[config.mk]
export PLATFORM = sky130hd
export DESIGN_NAME = adder_nibble_seq_flat
export DESIGN_NICKNAME = d
export VERILOG_FILES = /design/src/rtl/adder_nibble_seq_pkg.sv /design/src/rtl/adder_nibble_seq_if.sv /design/src/rtl/adder_4bit.sv /design/src/rtl/adder_nibble_seq.sv /design/src/flat_wrapper.sv
export SDC_FILE = /design/constraint.sdc
export NUM_CORES = 1
export LEC_CHECK = 0
export CAP_MARGIN = 20
export CORE_ASPECT_RATIO = 0.75
export CORE_MARGIN = 5
export CORE_UTILIZATION = 50
export CTS_BUF_LIST = sky130_fd_sc_hd__clkbuf_8 sky130_fd_sc_hd__clkbuf_16
export CTS_CLUSTER_DIAMETER = 100
export DETAILED_ROUTE_END_ITERATION = 8
export GPL_TIMING_DRIVEN = 0
export HOLD_SLACK_MARGIN = 0.1
export PLACE_DENSITY = 0.78
export SYNTH_ARGS = -nofsm -noshare
export SYNTH_HDL_FRONTEND = slang
export SYNTH_SLANG_ARGS = --single-unit
export TNS_END_PERCENT = 100
[constraint.sdc]
create_clock -name clk -period 1.96 [get_ports clk]
set_input_delay 0.392 -clock clk [delete_from_list [all_inputs] [get_ports clk]]
set_output_delay 0.392 -clock clk [all_outputs]
set_load 0.02 [all_outputs]
[src/rtl/adder_nibble_seq_pkg.sv]
// Shared definitions for the nibble-serial adder: FSM state encodings and
// the nibble width of the shared 4-bit datapath.
package adder_nibble_seq_pkg;

    localparam int NIBBLE_W = 4;

    typedef enum logic [1:0] {
        ST_IDLE = 2'd0,
        ST_RUN  = 2'd1,
        ST_DONE = 2'd2
    } state_e;

    // Number of adder passes needed for an operand of the given width.
    function automatic int nibble_count(input int width);
        return width / NIBBLE_W;
    endfunction

    // An operand width is usable only if it splits into whole nibbles.
    function automatic bit width_ok(input int width);
        return (width >= NIBBLE_W) && ((width % NIBBLE_W) == 0);
    endfunction

endpackage

[src/rtl/adder_nibble_seq_if.sv]
// Operand/result handshake bundle between an operand source (master) and
// the nibble-serial adder (slave).
interface adder_nibble_seq_if #(
    parameter int WIDTH = 16
) ();

    logic             in_valid;
    logic             in_ready;
    logic [WIDTH-1:0] a;
    logic [WIDTH-1:0] b;
    logic             cin;
    logic             out_valid;
    logic             out_ready;
    logic [WIDTH-1:0] sum;
    logic             cout;

    modport master (
        output in_valid, a, b, cin, out_ready,
        input  in_ready, out_valid, sum, cout
    );

    modport slave (
        input  in_valid, a, b, cin, out_ready,
        output in_ready, out_valid, sum, cout
    );

endinterface

[src/rtl/adder_4bit.sv]
// Existing 4-bit ripple adder shared by the nibble-serial controller.
module adder_4bit (
    input  logic [3:0] a,
    input  logic [3:0] b,
    input  logic       cin,
    output logic [3:0] sum,
    output logic       cout
);

    logic [4:0] full;

    assign full = {1'b0, a} + {1'b0, b} + {4'b0000, cin};
    assign sum  = full[3:0];
    assign cout = full[4];

endmodule

[src/rtl/adder_nibble_seq.sv]
// Multi-precision adder: computes a+b+cin over WIDTH bits by running one
// shared adder_4bit over the operand nibbles, LSB first, carry chained.
module adder_nibble_seq
    import adder_nibble_seq_pkg::*;
#(
    parameter int WIDTH = 16
) (
    input  logic               clk,
    input  logic               rst_n,
    adder_nibble_seq_if.slave  bus,
    output logic               busy
);

    localparam int NIBBLES = nibble_count(WIDTH);
    localparam int CNT_W   = (NIBBLES > 1) ? $clog2(NIBBLES) : 1;
    localparam logic [CNT_W-1:0] LAST_CNT = CNT_W'(NIBBLES - 1);

    generate
        if (!width_ok(WIDTH)) begin : g_bad_width
            $error("adder_nibble_seq: WIDTH must be a multiple of 4 and >= 4");
        end
    endgenerate

    // Drop the oldest result nibble off the bottom, insert the new one at the top.
    function automatic logic [WIDTH-1:0] shift_in(
        input logic [WIDTH-1:0]    acc,
        input logic [NIBBLE_W-1:0] nib
    );
        return (acc >> NIBBLE_W) | (WIDTH'(nib) << (WIDTH - NIBBLE_W));
    endfunction

    state_e               state_q;
    state_e               state_d;
    logic [CNT_W-1:0]     count_q;
    logic                 carry_q;
    logic [WIDTH-1:0]     a_sh_q;
    logic [WIDTH-1:0]     b_sh_q;
    logic [WIDTH-1:0]     res_sh_q;
    logic [WIDTH-1:0]     sum_q;
    logic                 cout_q;

    logic [NIBBLE_W-1:0]  nib_sum;
    logic                 nib_cout;
    logic                 accept;
    logic                 last_pass;
    logic [WIDTH-1:0]     res_next;

    adder_4bit u_adder (
        .a    (a_sh_q[NIBBLE_W-1:0]),
        .b    (b_sh_q[NIBBLE_W-1:0]),
        .cin  (carry_q),
        .sum  (nib_sum),
        .cout (nib_cout)
    );

    assign accept    = (state_q == ST_IDLE) && bus.in_valid;
    assign last_pass = (state_q == ST_RUN) && (count_q == LAST_CNT);
    assign res_next  = shift_in(res_sh_q, nib_sum);

    always_ff @(posedge clk) begin
        if (!rst_n) begin
            state_q <= ST_IDLE;
        end else begin
            state_q <= state_d;
        end
    end

    always_comb begin
        state_d = state_q;
        unique case (state_q)
            ST_IDLE: if (bus.in_valid)  state_d = ST_RUN;
            ST_RUN:  if (last_pass)     state_d = ST_DONE;
            ST_DONE: if (bus.out_ready) state_d = ST_IDLE;
            default:                    state_d = ST_IDLE;
        endcase
    end

    // Operands enter only on accept, so X on idle inputs never reaches the datapath.
    always_ff @(posedge clk) begin
        if (!rst_n) begin
            count_q  <= '0;
            carry_q  <= 1'b0;
            a_sh_q   <= '0;
            b_sh_q   <= '0;
            res_sh_q <= '0;
        end else if (accept) begin
            count_q  <= '0;
            carry_q  <= bus.cin;
            a_sh_q   <= bus.a;
            b_sh_q   <= bus.b;
        end else if (state_q == ST_RUN) begin
            count_q  <= count_q + CNT_W'(1);
            carry_q  <= nib_cout;
            a_sh_q   <= a_sh_q >> NIBBLE_W;
            b_sh_q   <= b_sh_q >> NIBBLE_W;
            res_sh_q <= res_next;
        end
    end

    // Published result changes only on the final pass, so it holds across the handshake.
    always_ff @(posedge clk) begin
        if (!rst_n) begin
            sum_q  <= '0;
            cout_q <= 1'b0;
        end else if (last_pass) begin
            sum_q  <= res_next;
            cout_q <= nib_cout;
        end
    end

    assign bus.in_ready  = (state_q == ST_IDLE);
    assign bus.out_valid = (state_q == ST_DONE);
    assign bus.sum       = sum_q;
    assign bus.cout      = cout_q;
    assign busy          = (state_q != ST_IDLE);

endmodule

[src/flat_wrapper.sv]
// flat-port wrapper written by rule: the top's interface ports become plain ports
module adder_nibble_seq_flat import adder_nibble_seq_pkg::*;
#(
    parameter int WIDTH = 16
)
  (clk, rst_n, busy, bus_in_valid, bus_a, bus_b, bus_cin, bus_out_ready, bus_in_ready, bus_out_valid, bus_sum, bus_cout);
  adder_nibble_seq_if #(.WIDTH(WIDTH)) bus_i ();
  input  logic clk;
  input  logic rst_n;
  output logic busy;
  input wire logic [$bits(bus_i.in_valid)-1:0] bus_in_valid;
  input wire logic [$bits(bus_i.a)-1:0] bus_a;
  input wire logic [$bits(bus_i.b)-1:0] bus_b;
  input wire logic [$bits(bus_i.cin)-1:0] bus_cin;
  input wire logic [$bits(bus_i.out_ready)-1:0] bus_out_ready;
  output wire logic [$bits(bus_i.in_ready)-1:0] bus_in_ready;
  output wire logic [$bits(bus_i.out_valid)-1:0] bus_out_valid;
  output wire logic [$bits(bus_i.sum)-1:0] bus_sum;
  output wire logic [$bits(bus_i.cout)-1:0] bus_cout;
  assign bus_i.in_valid = bus_in_valid;
  assign bus_i.a = bus_a;
  assign bus_i.b = bus_b;
  assign bus_i.cin = bus_cin;
  assign bus_i.out_ready = bus_out_ready;
  assign bus_in_ready = bus_i.in_ready;
  assign bus_out_valid = bus_i.out_valid;
  assign bus_sum = bus_i.sum;
  assign bus_cout = bus_i.cout;
  adder_nibble_seq #(.WIDTH(WIDTH)) u_core (.clk(clk), .rst_n(rst_n), .bus(bus_i), .busy(busy));
endmodule
# --- Yosys cells after proc, flatten, opt, wreduce, memory -nomap -nowiden ---
# Cells that the tools add are included.
word_totals:
  regBits: 70
  latchBits: 0
  ram_bits: 0
  romBits: 0
  in_bits: 37
  output_inout_bits: 20
  word_cells: 38
  n_memories: 0
op_classes:
  addsub: 3
  n_mul: 0
  div: 0
  magnitude_cmp: 0
  n_eq_ne: 6
  shift: 0
  n_mux: 10
  bitwise: 3
  reduce_logical: 8
ops:
  columns: ["op", "count"]
  rows:
  - ["two-way mux 16 bit", 4]
  - ["OR 12 x 16 -> 16 bit", 1]
  - ["two-way mux 2 bit", 3]
  - ["case mux 2 bit (3 select lines)", 1]
  - ["adder 4 x 4 -> 5 bit", 1]
  - ["adder 5 x 1 -> 5 bit", 1]
  - ["equality test 2 bit, second input constant", 2]
  - ["!= test 2 bit, second input constant", 2]
  - ["nonzero test 2 bit", 2]
  - ["AND reduction 3 bit", 1]
  - ["adder 2 x 1 -> 2 bit, second input constant", 1]
  - ["equality test 2 x 1 -> 1 bit, second input constant", 1]
  - ["logical AND 1 bit", 2]
  - ["logical NOT 2 bit", 1]
  - ["two-way mux 1 bit", 2]
  - ["!= test 2 x 1 -> 1 bit, second input constant", 1]
  - ["inverter 1 bit", 2]
  - ["AND reduction 2 bit", 1]
  - ["OR reduction 2 bit", 1]

# --- Logic depth before layout (Yosys ltp) ---
depth:
  depth_word: 4
  depth_mapped: 7
  depth_no_buf: 7

# --- Hierarchy ---
# A second synthesis with hierarchy kept.
unflattened:
  cells_unflattened: 343
  hier_area_um2: 2871.5
modules_own_cells:
  columns: ["module", "n_inst", "cells_each", "area_per_inst_um2", "seq_area_each_um2"]
  rows:
  - ["adder_nibble_seq", 1, 327, 2727.6, 1321.3]
  - ["adder_4bit", 1, 16, 143.9, 0.0]

# --- Worst setup path after synthesis ---
# Ideal clock, no wire load.
synth_timing:
  kind: "register to register"
  start: "register u_core.b_sh_q[0]"
  end: "register u_core.carry_q"
  setup_ps: 70
  t_arrival_ps: 1618
  t_required_ps: 1890
  slack_ps: 272
  path_stages_with_launch: 8
  n_path_buf: 0
  synth_period_minus_slack_ps: 1688
  cell_sequence: "dfxtp_1 inv_1 fa_1 fa_1 nor2b_1 o21a_1 o21ai_0 a21boi_1"
synth_between:
  elab_chain_cells: 4
synth_lines:
  columns: ["item", "line", "rtl"]
  rows:
  - ["start: declaration", "adder_nibble_seq.sv:37", "logic [WIDTH-1:0] b_sh_q;"]
  - ["start signal: assignment", "adder_nibble_seq.sv:90", "b_sh_q <= bus.b;"]
  - ["start signal: assignment", "adder_nibble_seq.sv:95", "b_sh_q <= b_sh_q >> NIBBLE_W;"]
  - ["adder 4 x 4 -> 5 bit", "adder_4bit.sv:12", "assign full = {1'b0, a} + {1'b0, b} + {4'b0000, cin};"]
  - ["adder 5 x 1 -> 5 bit", "adder_4bit.sv:12", null]
  - ["two-way mux 1 bit", "adder_nibble_seq.sv:91", "end else if (state_q == ST_RUN) begin"]
  - ["two-way mux 1 bit", "adder_nibble_seq.sv:86", "end else if (accept) begin"]
  - ["end signal: assignment", "adder_nibble_seq.sv:88", "carry_q <= bus.cin;"]
  - ["end signal: assignment", "adder_nibble_seq.sv:93", "carry_q <= nib_cout;"]
  - ["end: declaration", "adder_nibble_seq.sv:35", "logic carry_q;"]
# No other way between the ends. The select of a mux whose other input is x is not followed.
# A chain may end at the register's enable or synchronous reset.

# --- Worst setup path after layout ---
# Same ends and word-level chain as after synthesis.

==> impl_results.md <==
- Gr usage total: 20.7%
- # IOs: 57
- Setup-failing EPs final: 0
- Clk buf depth: 2
- CTS root buffer: clkbuf_8
- Drt pass-1 iters: 4
- Syn nets: 352
- Min-delay worst type: reg2reg
- H-tree lvl count: 3
- Worst-Skew Late Latency: 0.34 ns
- Layout cell share with drive strength beyond 1: 7.96%
- First-pass GRT wire length: 11100 µm
- R2R Setup Slk: 0.16 ns
- DR iter-0 viols: 156
- Crit path time final: 1.80 ns
- Worst reg2reg path endpoint: u_core.carry_q
- Vias/cell: 5.26
- CP Capture Type: flop
- DP Wirelength: 4950 µm
- Final Hold Vio Count: 0
- Final worst path period share: 91.7%
- Die area: 7070 µm²
- Total CTS buffers: 9
- Initial antenna violation count: 0
- Remaining Overflow, GRT: 0
- Post-synth EDFFs: 0
- Num Clock Sinks: 66
- Max Cap Viol: 0
- Via Count: 2376
- Critical path launch point type: flop
- Post-synthesis sequential area ratio: 48.3%
- Fin. max-slew vios: 0
- Number of synthesized register bits: 66
- Post-synthesis instance total: 309
- Worst endpoint required time: 2.23 ns
- Residual DRC count: 0
- Rel. slew slack: 59.9%
- Async SR Flop Fraction: 0%
- Pwr/cell area: 781 nW/µm²
- Number of instances in the placed design: 440
- DR WL/cell: 14.6 µm
- WHS Endpoint: u_core.b_sh_q[11]
- CTS clock-pin slew for the worst setup and hold paths: 0.06 ns
- Status: completed
- Worst IR Drop VDD: 0.000417 V
- Hold_buf cts: 0
- Final cell count without fillers: 452
- Setup Fix Bufs, Post-CTS: 0
- Hold WS: 0.458 ns
- Vias in the first global route: 2307
- GPL Wtd Cong: 0.799
- R2R Path Start: u_core.b_sh_q[0]
- Setup TNS: 0 ns
- Effective utilization at floorplan: 51.4%
- Max Clock Freq: 0.556 GHz
- Post-cts resize count: 1
- Largest net degree at the start of global routing: 11
- R2R cell count: 7
- Library cells used by synthesis: 30
- Area growth, synth to finish: 30.5%
- Mapped Avg Cell Area: 8.86 µm²
- Mapped Area: 2740 µm²
- Yosys warns: 0
- DIE HEIGHT: 74.1 µm
- FP Rows: 23
- RSZ-0062 raised after global routing: false
- Worst Tran Pin Value: 0.598 ns
- I/O Buffers: 56
- Routed Antenna Nets: 0
- Leak Pwr: 1.33 nW
- TritonCTS clock tree: yes
- Synth Flop Type: dfxtp_1
- Setup CP Type: reg2reg
- Max FO, Critical Path: 2
- Number of nets in the layout: 419
- Fin Clk Skew: 0.00590 ns
- Diode count: 0
- WHS Path Cells: 2
- Worst hold start: u_core.b_sh_q[11]
- DRT Wirelength: 6610 µm
- Core region area: 5320 µm²
- Crit path DAT: 2.07 ns
- Die Width: 95.4 µm
[how the worst max path moves through the flow]
| stage | start | to | slack (ns) | depth (start not counted) |
|---|---|---|---|---|
| after floorplan | u_core.b_sh_q[0] | u_core.carry_q | 0.27 | 7 |
| after global placement | rst_n | u_core.count_q[1] | -0.15 | 5 |
| after detailed placement | rst_n | u_core.count_q[1] | -0.21 | 5 |
| after CTS | u_core.state_q[1] | bus_in_ready | 0.009 | 2 |
| after global routing | u_core.b_sh_q[0] | u_core.carry_q | 0.03 | 7 |
| final | u_core.b_sh_q[0] | u_core.carry_q | 0.16 | 7 |
[placed cells by master (no fill, tap or decap), types with 2 or more instances in the layout]
| master | n |
|---|---|
| dfxtp_1 | 66 |
| clkbuf_1 | 8 |
| nand2_1 | 86 |
| o21ai_0 | 2 |
| o21a_1 | 4 |
| buf_2 | 11 |
| nor2b_1 | 4 |
| inv_1 | 6 |
| a21boi_1 | 5 |
| clkbuf_8 | 12 |
| a22oi_1 | 25 |
| o211a_1 | 4 |
| a21boi_0 | 50 |
| dlymetal6s2s_1 | 2 |
| nand4_1 | 2 |
| clkdlybuf4s50_1 | 53 |
| a21oi_1 | 2 |
| nand3_1 | 10 |
| ha_1 | 4 |
| nor2_1 | 4 |
[registers in the layout, summed over array words and instances, names as in the netlist]
name             count
u_core.bus.cout      1
u_core.a_sh_q       16
u_core.bus.sum      16
u_core.carry_q       1
u_core.b_sh_q       16
u_core.res_sh_q     12
u_core.state_q       2
u_core.count_q       2
[layer usage]
metal | wire length, µm | vias up | track usage (%)
li1 | - | 1190 | -
met1 | 3160 | 1123 | 28.4
met2 | 3000 | 57 | 31.7
met3 | 378 | 6 | 7.28
met4 | 71 | 0 | 4.73
met5 | 0 | - | 0
[kinds of logic after synthesis]
kind of cell               after synthesis  synth area share, %
and+or+nand+nor                        114                 17.7
AOI/OAI and AO/OA                       93                 25.6
DFF                                     66                 48.3
buffers and inverters                   28                 4.48
adders and majority gates                6                 3.29
xor gates and xnor gates                 2                0.640
[per-stage QoR]
step	util, %	setup WS (ns)	power, W	cell area (µm²)
floorplan	-	0.272	0.00166	2740
global placement	63.7	-0.150	0.00181	3390
detailed placement	63.7	-0.207	0.00182	3390
CTS	66.8	0.00940	0.00280	3550
global route	67.1	0.0251	0.00292	3570
finish	67.1	0.162	0.00279	3570
[Yosys cell counts, types with 2 or more instances]
cell | number | area share, %
nor2b_1 | 4 | 0.91
a21boi_0 | 50 | 14
a21boi_1 | 5 | 1.4
a21oi_1 | 2 | 0.37
a22oi_1 | 25 | 6.9
nand4_1 | 2 | 0.46
xnor2_1 | 2 | 0.64
clkbuf_1 | 9 | 1.2
dfxtp_1 | 66 | 48
fa_1 | 2 | 1.5
inv_1 | 6 | 0.82
ha_1 | 4 | 1.8
nand2_1 | 86 | 12
o21ai_0 | 2 | 0.37
o211a_1 | 4 | 1.5
nand3_1 | 10 | 1.8
nor2_1 | 4 | 0.55
o21a_1 | 4 | 1.1
buf_2 | 11 | 2.0
[worst max-delay path, stage by stage, from the launching register on]
cell and delay (ns):
dfxtp_1 0.34, inv_1 0.07, fa_1 0.46, fa_2 0.39, nor2b_1 0.12, o21a_1 0.14
o21ai_0 0.09, a21boi_1 0.14
[where the power goes]
| group | switching (W) | internal (W) | total, W |
|---|---|---|---|
| Clock | 0.000462 | 0.000535 | 0.000996 |
| Sequential | 0.0000370 | 0.00140 | 0.00144 |
| Combinational | 0.000182 | 0.000172 | 0.000354 |
| Total | 0.000680 | 0.00211 | 0.00279 |
[layout make-up]
cell class	count	area (µm²)
multi-input combinational	215	1300
fill	483	1750
buffer	22	101
sequential	66	1320
clock buffer	12	165
tap	75	93.8
inverter	6	22.5
timing repair buffer	56	564
No activity file was read; power rests on OpenSTA's default activity.
